File: src/rtl/line_filler_pkg.sv
// Shared video constants: bus/line-buffer widths and the line filler state encoding.
// Latency: n/a (constants and types only).
// Backpressure: n/a.
package line_filler_pkg;

    // Video memory word-address width (bits [AW:1] of the byte address).
    localparam int VID_AW  = 23;
    // Line-buffer address width; also used by the shifter feeder.
    localparam int VID_LBW = 9;
    // Video memory data width.
    localparam int VID_DW  = 16;

    typedef enum logic {
        ST_IDLE  = 1'b0,
        ST_FETCH = 1'b1
    } lf_state_t;

endpackage

File: src/rtl/line_filler.sv
// Fetches one scanline of pixel words from video memory into line-buffer addresses 0..N-1.
// Latency: bus opens 1 cycle after start_i; each line-buffer write is visible 1 cycle after its ack.
// Backpressure: the bus slave stretches each transfer via m_ack_i (unbounded waits); start_i while busy is dropped and flagged on overrun_o.
//
// Ports:
//   dotclk_i/reset_n_i        clock and synchronous active-low reset
//   start_i, line_words_i     per-line fetch trigger and length (0 = no fetch)
//   vsync_i, fb_base_i        frame pointer reload; aborts any fetch in flight
//   m_*                       classic single-master read bus
//   s_adr_o/s_dat_o/s_we_o    line-buffer write port
//   busy_o, overrun_o         fetch in progress; sticky start-while-busy flag
module line_filler
    import line_filler_pkg::*;
#(
    parameter int AW  = VID_AW,
    parameter int LBW = VID_LBW
) (
    input  logic              dotclk_i,
    input  logic              reset_n_i,
    input  logic              start_i,
    input  logic              vsync_i,
    input  logic [AW-1:0]     fb_base_i,
    input  logic [LBW-1:0]    line_words_i,
    output logic [AW-1:0]     m_adr_o,
    output logic              m_cyc_o,
    output logic              m_stb_o,
    input  logic              m_ack_i,
    input  logic [VID_DW-1:0] m_dat_i,
    output logic [LBW-1:0]    s_adr_o,
    output logic [VID_DW-1:0] s_dat_o,
    output logic              s_we_o,
    output logic              busy_o,
    output logic              overrun_o
);

    lf_state_t         state_q, state_d;
    logic [AW-1:0]     ptr_q, ptr_d;        // frame read pointer (start of next line)
    logic [AW-1:0]     adr_q, adr_d;        // bus address of the current word
    logic [LBW-1:0]    idx_q, idx_d;        // line-buffer index of the current word
    logic [LBW-1:0]    rem_q, rem_d;        // words still to fetch, including current
    logic [LBW-1:0]    s_adr_q, s_adr_d;
    logic [VID_DW-1:0] s_dat_q, s_dat_d;
    logic              s_we_q, s_we_d;
    logic              overrun_q, overrun_d;

    always_comb begin
        state_d   = state_q;
        ptr_d     = ptr_q;
        adr_d     = adr_q;
        idx_d     = idx_q;
        rem_d     = rem_q;
        s_adr_d   = s_adr_q;
        s_dat_d   = s_dat_q;
        s_we_d    = 1'b0;
        overrun_d = overrun_q;

        if (vsync_i) begin
            // vsync wins over everything: abort, reload, and discard any
            // coincident ack or start (a dropped start is not an overrun).
            state_d   = ST_IDLE;
            ptr_d     = fb_base_i;
            overrun_d = 1'b0;
        end else begin
            unique case (state_q)
                ST_IDLE: begin
                    if (start_i && (line_words_i != '0)) begin
                        state_d = ST_FETCH;
                        adr_d   = ptr_q;
                        idx_d   = '0;
                        rem_d   = line_words_i;
                    end
                end
                ST_FETCH: begin
                    if (start_i) begin
                        overrun_d = 1'b1;
                    end
                    if (m_ack_i) begin
                        s_dat_d = m_dat_i;
                        s_adr_d = idx_q;
                        s_we_d  = 1'b1;
                        adr_d   = adr_q + AW'(1);
                        idx_d   = idx_q + LBW'(1);
                        rem_d   = rem_q - LBW'(1);
                        if (rem_q == LBW'(1)) begin
                            // adr_q started at ptr_q and advanced once per word,
                            // so adr_q+1 is ptr_q + line length modulo 2^AW.
                            state_d = ST_IDLE;
                            ptr_d   = adr_q + AW'(1);
                        end
                    end
                end
                default: state_d = ST_IDLE;
            endcase
        end
    end

    always_ff @(posedge dotclk_i) begin
        if (!reset_n_i) begin
            state_q   <= ST_IDLE;
            ptr_q     <= '0;
            adr_q     <= '0;
            idx_q     <= '0;
            rem_q     <= '0;
            s_adr_q   <= '0;
            s_dat_q   <= '0;
            s_we_q    <= 1'b0;
            overrun_q <= 1'b0;
        end else begin
            state_q   <= state_d;
            ptr_q     <= ptr_d;
            adr_q     <= adr_d;
            idx_q     <= idx_d;
            rem_q     <= rem_d;
            s_adr_q   <= s_adr_d;
            s_dat_q   <= s_dat_d;
            s_we_q    <= s_we_d;
            overrun_q <= overrun_d;
        end
    end

    // Bus strobes are a pure decode of the registered state, so they rise and
    // fall on the same edge as the state change and stay held through waits.
    assign m_cyc_o   = (state_q == ST_FETCH);
    assign m_stb_o   = (state_q == ST_FETCH);
    assign busy_o    = (state_q == ST_FETCH);
    assign m_adr_o   = adr_q;
    assign s_adr_o   = s_adr_q;
    assign s_dat_o   = s_dat_q;
    assign s_we_o    = s_we_q;
    assign overrun_o = overrun_q;

endmodule

File: config.mk
export PLATFORM = sky130hd
export DESIGN_NAME = line_filler
export DESIGN_NICKNAME = d
export VERILOG_FILES = /design/src/rtl/line_filler_pkg.sv /design/src/rtl/line_filler.sv
export SDC_FILE = /design/constraint.sdc
export NUM_CORES = 1
export LEC_CHECK = 0
export CAP_MARGIN = 20
export CORE_MARGIN = 8
export CORE_UTILIZATION = 52
export CTS_BUF_LIST = sky130_fd_sc_hd__clkbuf_8
export DETAILED_ROUTE_END_ITERATION = 16
export MAX_ROUTING_LAYER = met4
export PLACE_DENSITY = 0.87
export SLEW_MARGIN = 20
export SYNTH_ARGS = -nofsm -noshare
export SYNTH_HDL_FRONTEND = slang
export SYNTH_SLANG_ARGS = --single-unit
File: constraint.sdc
create_clock -name dotclk_i -period 2.85 [get_ports dotclk_i]
set_clock_uncertainty 0.2 [all_clocks]
set_input_delay 0.57 -clock dotclk_i [delete_from_list [all_inputs] [get_ports dotclk_i]]
set_output_delay 0.57 -clock dotclk_i [all_outputs]
set_load 0.1 [all_outputs]
==> reports/qor.txt, run 1 <==
outcome = completed
Slew headroom = 0.534
post-route ant nets = 0
vias per cell = 5.96
Die Ht = 111 µm
switching portion of total power = 0.283
overall die width = 111 µm
combinational share of power = 0.169
pin count of the biggest net entering global routing = 61
RSZ-0062 raised after global routing = false
met1 WL = 5860 µm
crit-path max FO = 23
total CTS buffers = 9
total power = 2.82 mW
Die Footprint = 0.0122 mm²
core area = 0.00872 mm²
CP peak stage delay = 510 ps
part of the power in registers = 0.487
Filler Cell Count = 687
Synth Area in Adders = 0.0108
mux cell area share after synthesis = 0.0110
Synth Warn # = 0
leading cell types in the layout, fill and taps excluded = nand2_1, dfxtp_1, a21oi_1
period utilization = 0.887
Post-DP HPWL = 9880 µm
layout cells sized above 1 = 0.162
FMAX = 0.396 GHz
async set-reset flop share out of synthesis = 0
Main synth FF type = dfxtp_1
WL final = 14000 µm
placed cell areas = 0.00580 mm²
Initial Util = 0.534
sequential share of the synthesized area = 0.396
flops & latches, synth = 92
Util after Layout = 0.690
Routed WL per cell = 17.2 µm
Req. time, crit path = 2910 ps
Layout area overhead = 29.3%
WL met2 = 6430 µm
gr usage total = 0.225
most common cell after layout, fill and taps aside = nand2_1
Post-synth EDFFs = 0
placed insts = 798
switching power = 0.800 mW
min Tclk post-route = 2530 ps
Rows = 34
post-synthesis compound-gate area fraction = 0.233
Simple-Gate Fraction of Synth Area = 0.259
Resized cells post-CTS = 0
Post-Syn Area = 0.00465 mm²
first-iteration detailed-routing DRC count = 376
DRC viols = 0
Lkg Pwr = 2.32 nW
io pins = 106
CTS tree = done
CTS Root Cell = clkbuf_8
Vias = 4847
CP max stage cell = nor4_1
first-pass GRT wire length = 23000 µm
Final Max Tran Viols = 0
crit start category = input pin
grt total ovfl = 0
Antenna Cells = 0
vias in the first global route = 4875
later-pin clock latency in the skew report = 360 ps
Clock Power Share = 0.344
Final Hold Vio Count = 0
CTS sink cnt = 92
Crit Path Class = in2reg
Pwr Density = 469 mW/mm²
Avg Cell Area, Syn = 7.71 µm²
worst path cell trace = clkdlybuf4s50_1, nor4_1, a31oi_1, buf_4, or2_1, buf_12, o21a_1, o32ai_1
initial antenna violation count = 0
CTS Hold Bufs = 0
final worst slack = 322 ps
Layout Nets = 758
Post CTS Setup Buffer Count = 0
I/O Buffers = 105
Final setup violation count = 0
WL met3 = 1360 µm
Setup TNS Final = 0 ps
critical path arrival = 2590 ps
P_int = 2.02 mW
1st-pass router iterations = 5
hold_ws = 260 ps
post-route cell area = 0.00602 mm²
DR top layer = met4
Synth Area in XOR/XNOR = 0.0433
clock transition at the registers of the reported paths = 80 ps
Worst setup EP type = register
main combinational cell family by area after synthesis = simple AND/OR/NAND/NOR gates
worst-margin pin slew = 697 ps
min-delay worst type = reg2reg
Unique masters post-synth = 61
clock buffer depth = 2
global placement routability congestion = 0.880
MaxCap Viol Count = 0
Layout Cells excl Fill = 813
pre-CTS WS = 27.4 ps
Synth Net Count = 661
H-tree depth = 3
Mapped Cells = 604
VDD IR-drop max = 312 µV
power groups by stage:
stage                     Combinational [mW]  Clock [mW]  Sequential (mW)
after floorplan                        0.194           0             1.50
after global placement                 0.464           0             1.40
after detailed placement               0.474           0             1.40
after CTS                              0.476       0.979             1.37
after global routing                   0.509        1.04             1.38
final                                  0.478       0.971             1.37
area by class of cell:
type	count	area, µm²	area share
Sequential cell	92	1850	0.308
Timing Repair Buffer	130	1180	0.196
Inverter	11	41.3	0.00686
Tap cell	108	135	0.0224
Clock buffer	10	138	0.0229
Multi-Input combinational cell	457	2590	0.431
Clock inverter	5	77.6	0.0129
logic make-up (layout without fill, tap and decap cells):
group	count (synthesis)	in the layout
buf+inv	55	156
flops	92	92
compound gates	181	181
mux	5	5
simple gates	244	244
fa+ha+maj	4	4
xor+xnor	23	23
critical path: cells and delay by family:
kind            cells  cell delay, ps
buf+inv             3             780
simple gates        2             750
compound gates      3             480
routing by layer:
| metal | up-vias | GRT usage |
|---|---|---|
| li1 | 2319 | - |
| met3 | 36 | 0.0622 |
| met5 | - | - |
| met4 | 0 | 0.0982 |
| met1 | 2241 | 0.262 |
| met2 | 251 | 0.355 |
sequential cells by signal, indices dropped and copies added, names as in the netlist:
| register | count |
|---|---|
| busy_o | 1 |
| rem_q | 9 |
| s_dat_o | 16 |
| ptr_q | 23 |
| m_adr_o | 23 |
| s_we_o | 1 |
| overrun_o | 1 |
| s_adr_o | 9 |
| idx_q | 9 |
final timing paths:
| check | start | to | slack (ps) | depth (start not counted) |
|---|---|---|---|---|
| setup / recovery | line_words_i[2] | m_adr_o[19] | 320 | 8 |
| setup reg to reg | busy_o | ptr_q[21] | 490 | 6 |
| hold reg to reg | s_dat_o[3] | s_dat_o[3] | 260 | 2 |
| hold / removal | s_dat_o[3] | s_dat_o[3] | 260 | 2 |
synthesized netlist by cell type, types with 4 or more instances:
library cell  instances  area, µm²
nand3_1              17       85.1
o21ai_0              47        235
clkbuf_1             34        128
nor2_1               50        188
and4_1                6       52.6
nand2_1              96        360
ha_1                  4       50.1
o211ai_1              6       45.0
a211oi_1              4       30.0
xnor2_1               7       61.3
and3_1                8       50.1
a31oi_1               5       31.3
buf_2                 7       35.0
nand4_1               5       31.3
nor2b_1              10       62.6
dfxtp_1              92       1840
xor2_1               16        140
o31a_1                4       35.0
nor4_1                5       31.3
mux2i_1               4       40.0
o22ai_1               4       25.0
a21boi_0              4       30.0
o32ai_1               4       35.0
o21a_1                7       52.6
nor3b_1              12       90.1
a21oi_1              73        365
nor3_1               17       85.1
inv_1                10       37.5
No activity file was read; power rests on OpenSTA's default activity.
==> inputs of run 2 (changes only) <==
- CORE_UTILIZATION: 52 -> 38
- PLACE_DENSITY: 0.87 -> 0.68
==> reports/qor.txt, run 2 (synthesis gave the netlist of run 1 again) <==
outcome = completed
Post-DP HPWL = 10100 µm (+2.3%)
hold path cells = 2 (unchanged)
CTS Root Cell = clkbuf_8
DR top layer = met4
total power = 2.86 mW (+1.2%)
WL met2 = 6630 µm (+3.1%)
later-pin clock latency in the skew report = 380 ps (+20 ps)
gr usage total = 0.185 (-0.0398)
met1 WL = 6490 µm (+11%)
post-route ant nets = 0 (unchanged)
worst reg-to-reg path cell count = 6 (unchanged)
Req. time, crit path = 2930 ps (+20 ps)
FMAX = 0.394 GHz (-0.43%)
min Tclk post-route = 2540 ps (+10.8 ps)
grt total ovfl = 0 (unchanged)
FF-to-FF setup slack = 540 ps (+50 ps)
CTS sink cnt = 92 (unchanged)
core area = 0.0120 mm² (+37%)
reg-to-reg critical path startpoint = m_adr_o[0]
Worst setup EP type = register
layout cells sized above 1 = 0.165 (+0.00379)
pre-CTS WS = -56.8 ps (-84.2 ps)
VDD IR-drop max = 293 µV (-6.1%)
Resized cells post-CTS = 0 (unchanged)
most common cell after layout, fill and taps aside = nand2_1
min-delay worst type = reg2reg
Hold Path Sink = s_dat_o[15]
Antenna Cells = 0 (unchanged)
I/O Buffers = 105 (unchanged)
Rows = 40 (+18%)
Layout area overhead = 30.9%
MaxCap Viol Count = 0 (unchanged)
final worst slack = 311 ps (-10.8 ps)
Initial Util = 0.389 (-0.145)
initial antenna violation count = 0 (unchanged)
critical path arrival = 2620 ps (+30 ps)
total CTS buffers = 9 (unchanged)
Crit Path Class = in2reg
Layout Cells excl Fill = 854 (+5.0%)
1st-pass router iterations = 5 (unchanged)
overall die width = 127 µm (+15%)
DRC viols = 0 (unchanged)
Die Footprint = 0.0160 mm² (+31%)
Filler Cell Count = 1151 (+68%)
Lkg Pwr = 2.33 nW (+0.27%)
Worst Setup SP = line_words_i[2]
period utilization = 0.891 (+0.00379)
worst r2r dst = ptr_q[22]
hold_ws = 258 ps (-1.98 ps)
Routed WL per cell = 16.8 µm (-2.1%)
crit start category = input pin
Final setup violation count = 0 (unchanged)
HP Start = s_dat_o[15]
CTS Hold Bufs = 0 (unchanged)
vias in the first global route = 4768 (-2.2%)
Pwr Density = 469 mW/mm² (about the same)
Util after Layout = 0.509 (-0.181)
leading cell types in the layout, fill and taps excluded = nand2_1, dfxtp_1, buf_4
Final Max Tran Viols = 0 (unchanged)
crit-path max FO = 16 (-30%)
Final Hold Vio Count = 0 (unchanged)
placed insts = 839 (+5.1%)
io pins = 106 (unchanged)
clock transition at the registers of the reported paths = 90 ps (about the same)
Layout Nets = 760 (+0.26%)
RSZ-0062 raised after global routing = false
worst-margin pin slew = 789 ps (+92.9 ps)
first-pass GRT wire length = 23600 µm (+2.8%)
H-tree depth = 3 (unchanged)
Vias = 4738 (-2.2%)
Die Ht = 127 µm (+15%)
clock buffer depth = 2 (unchanged)
Post CTS Setup Buffer Count = 0 (unchanged)
WL met3 = 1090 µm (-20%)
vias per cell = 5.55 (-6.9%)
first-iteration detailed-routing DRC count = 292 (-22%)
Slew headroom = 0.472 (-0.0622)
WL final = 14400 µm (+2.9%)
global placement routability congestion = 0.846 (-3.8%)
pin count of the biggest net entering global routing = 61 (unchanged)
CTS tree = done
[run 2: worst max-delay path by stage]
stage	to	slack (ps)
floorplan	ptr_q[22]	10
CTS	m_adr_o[19]	360
global route	m_adr_o[19]	150
finish	m_adr_o[19]	310
detailed placement	m_adr_o[19]	-60
global placement	m_adr_o[19]	30
[run 2: cell type report]
| type | count | area (µm²) | area share |
|---|---|---|---|
| well taps | 147 | 184 | 0.0302 |
| multi-input cells | 457 | 2590 | 0.426 |
| flip-flops and latches | 92 | 1850 | 0.304 |
| clock inverters | 4 | 72.6 | 0.0119 |
| inverters | 11 | 41.3 | 0.00678 |
| repair buffers | 132 | 1200 | 0.196 |
| clock buffers | 11 | 151 | 0.0249 |
[run 2: metrics by stage]
stage | setup TNS [ps] | instance area [µm²]
6_report | 0 | 6090
5_1_grt | 0 | 6090
4_1_cts | 0 | 6090
3_5_place_dp | -78.0 | 5870
3_3_place_gp | 0 | 5870
2_1_floorplan | 0 | 4660
[run 2: layer usage]
layer  vias to the layer above  track usage
li1                       2324            -
met1                      2232        0.220
met2                       170        0.293
met3                        12       0.0645
met4                         0       0.0518
met5                         -            -
[run 2: power breakdown]
part           internal, mW  switching, mW  total [mW]  leakage (nW)
Combinational         0.185          0.296       0.481          1.46
Sequential             1.33         0.0435        1.37         0.752
Clock                 0.536          0.469        1.00         0.111
Total                  2.05          0.809        2.86          2.33
[run 2: critical path, stage by stage]
cell and delay (ps):
clkdlybuf4s50_1 440, nor4_1 390, buf_4 190, a31oi_1 90, buf_4 200, or2_1 260
buf_12 160, o21a_1 100, o32ai_1 210
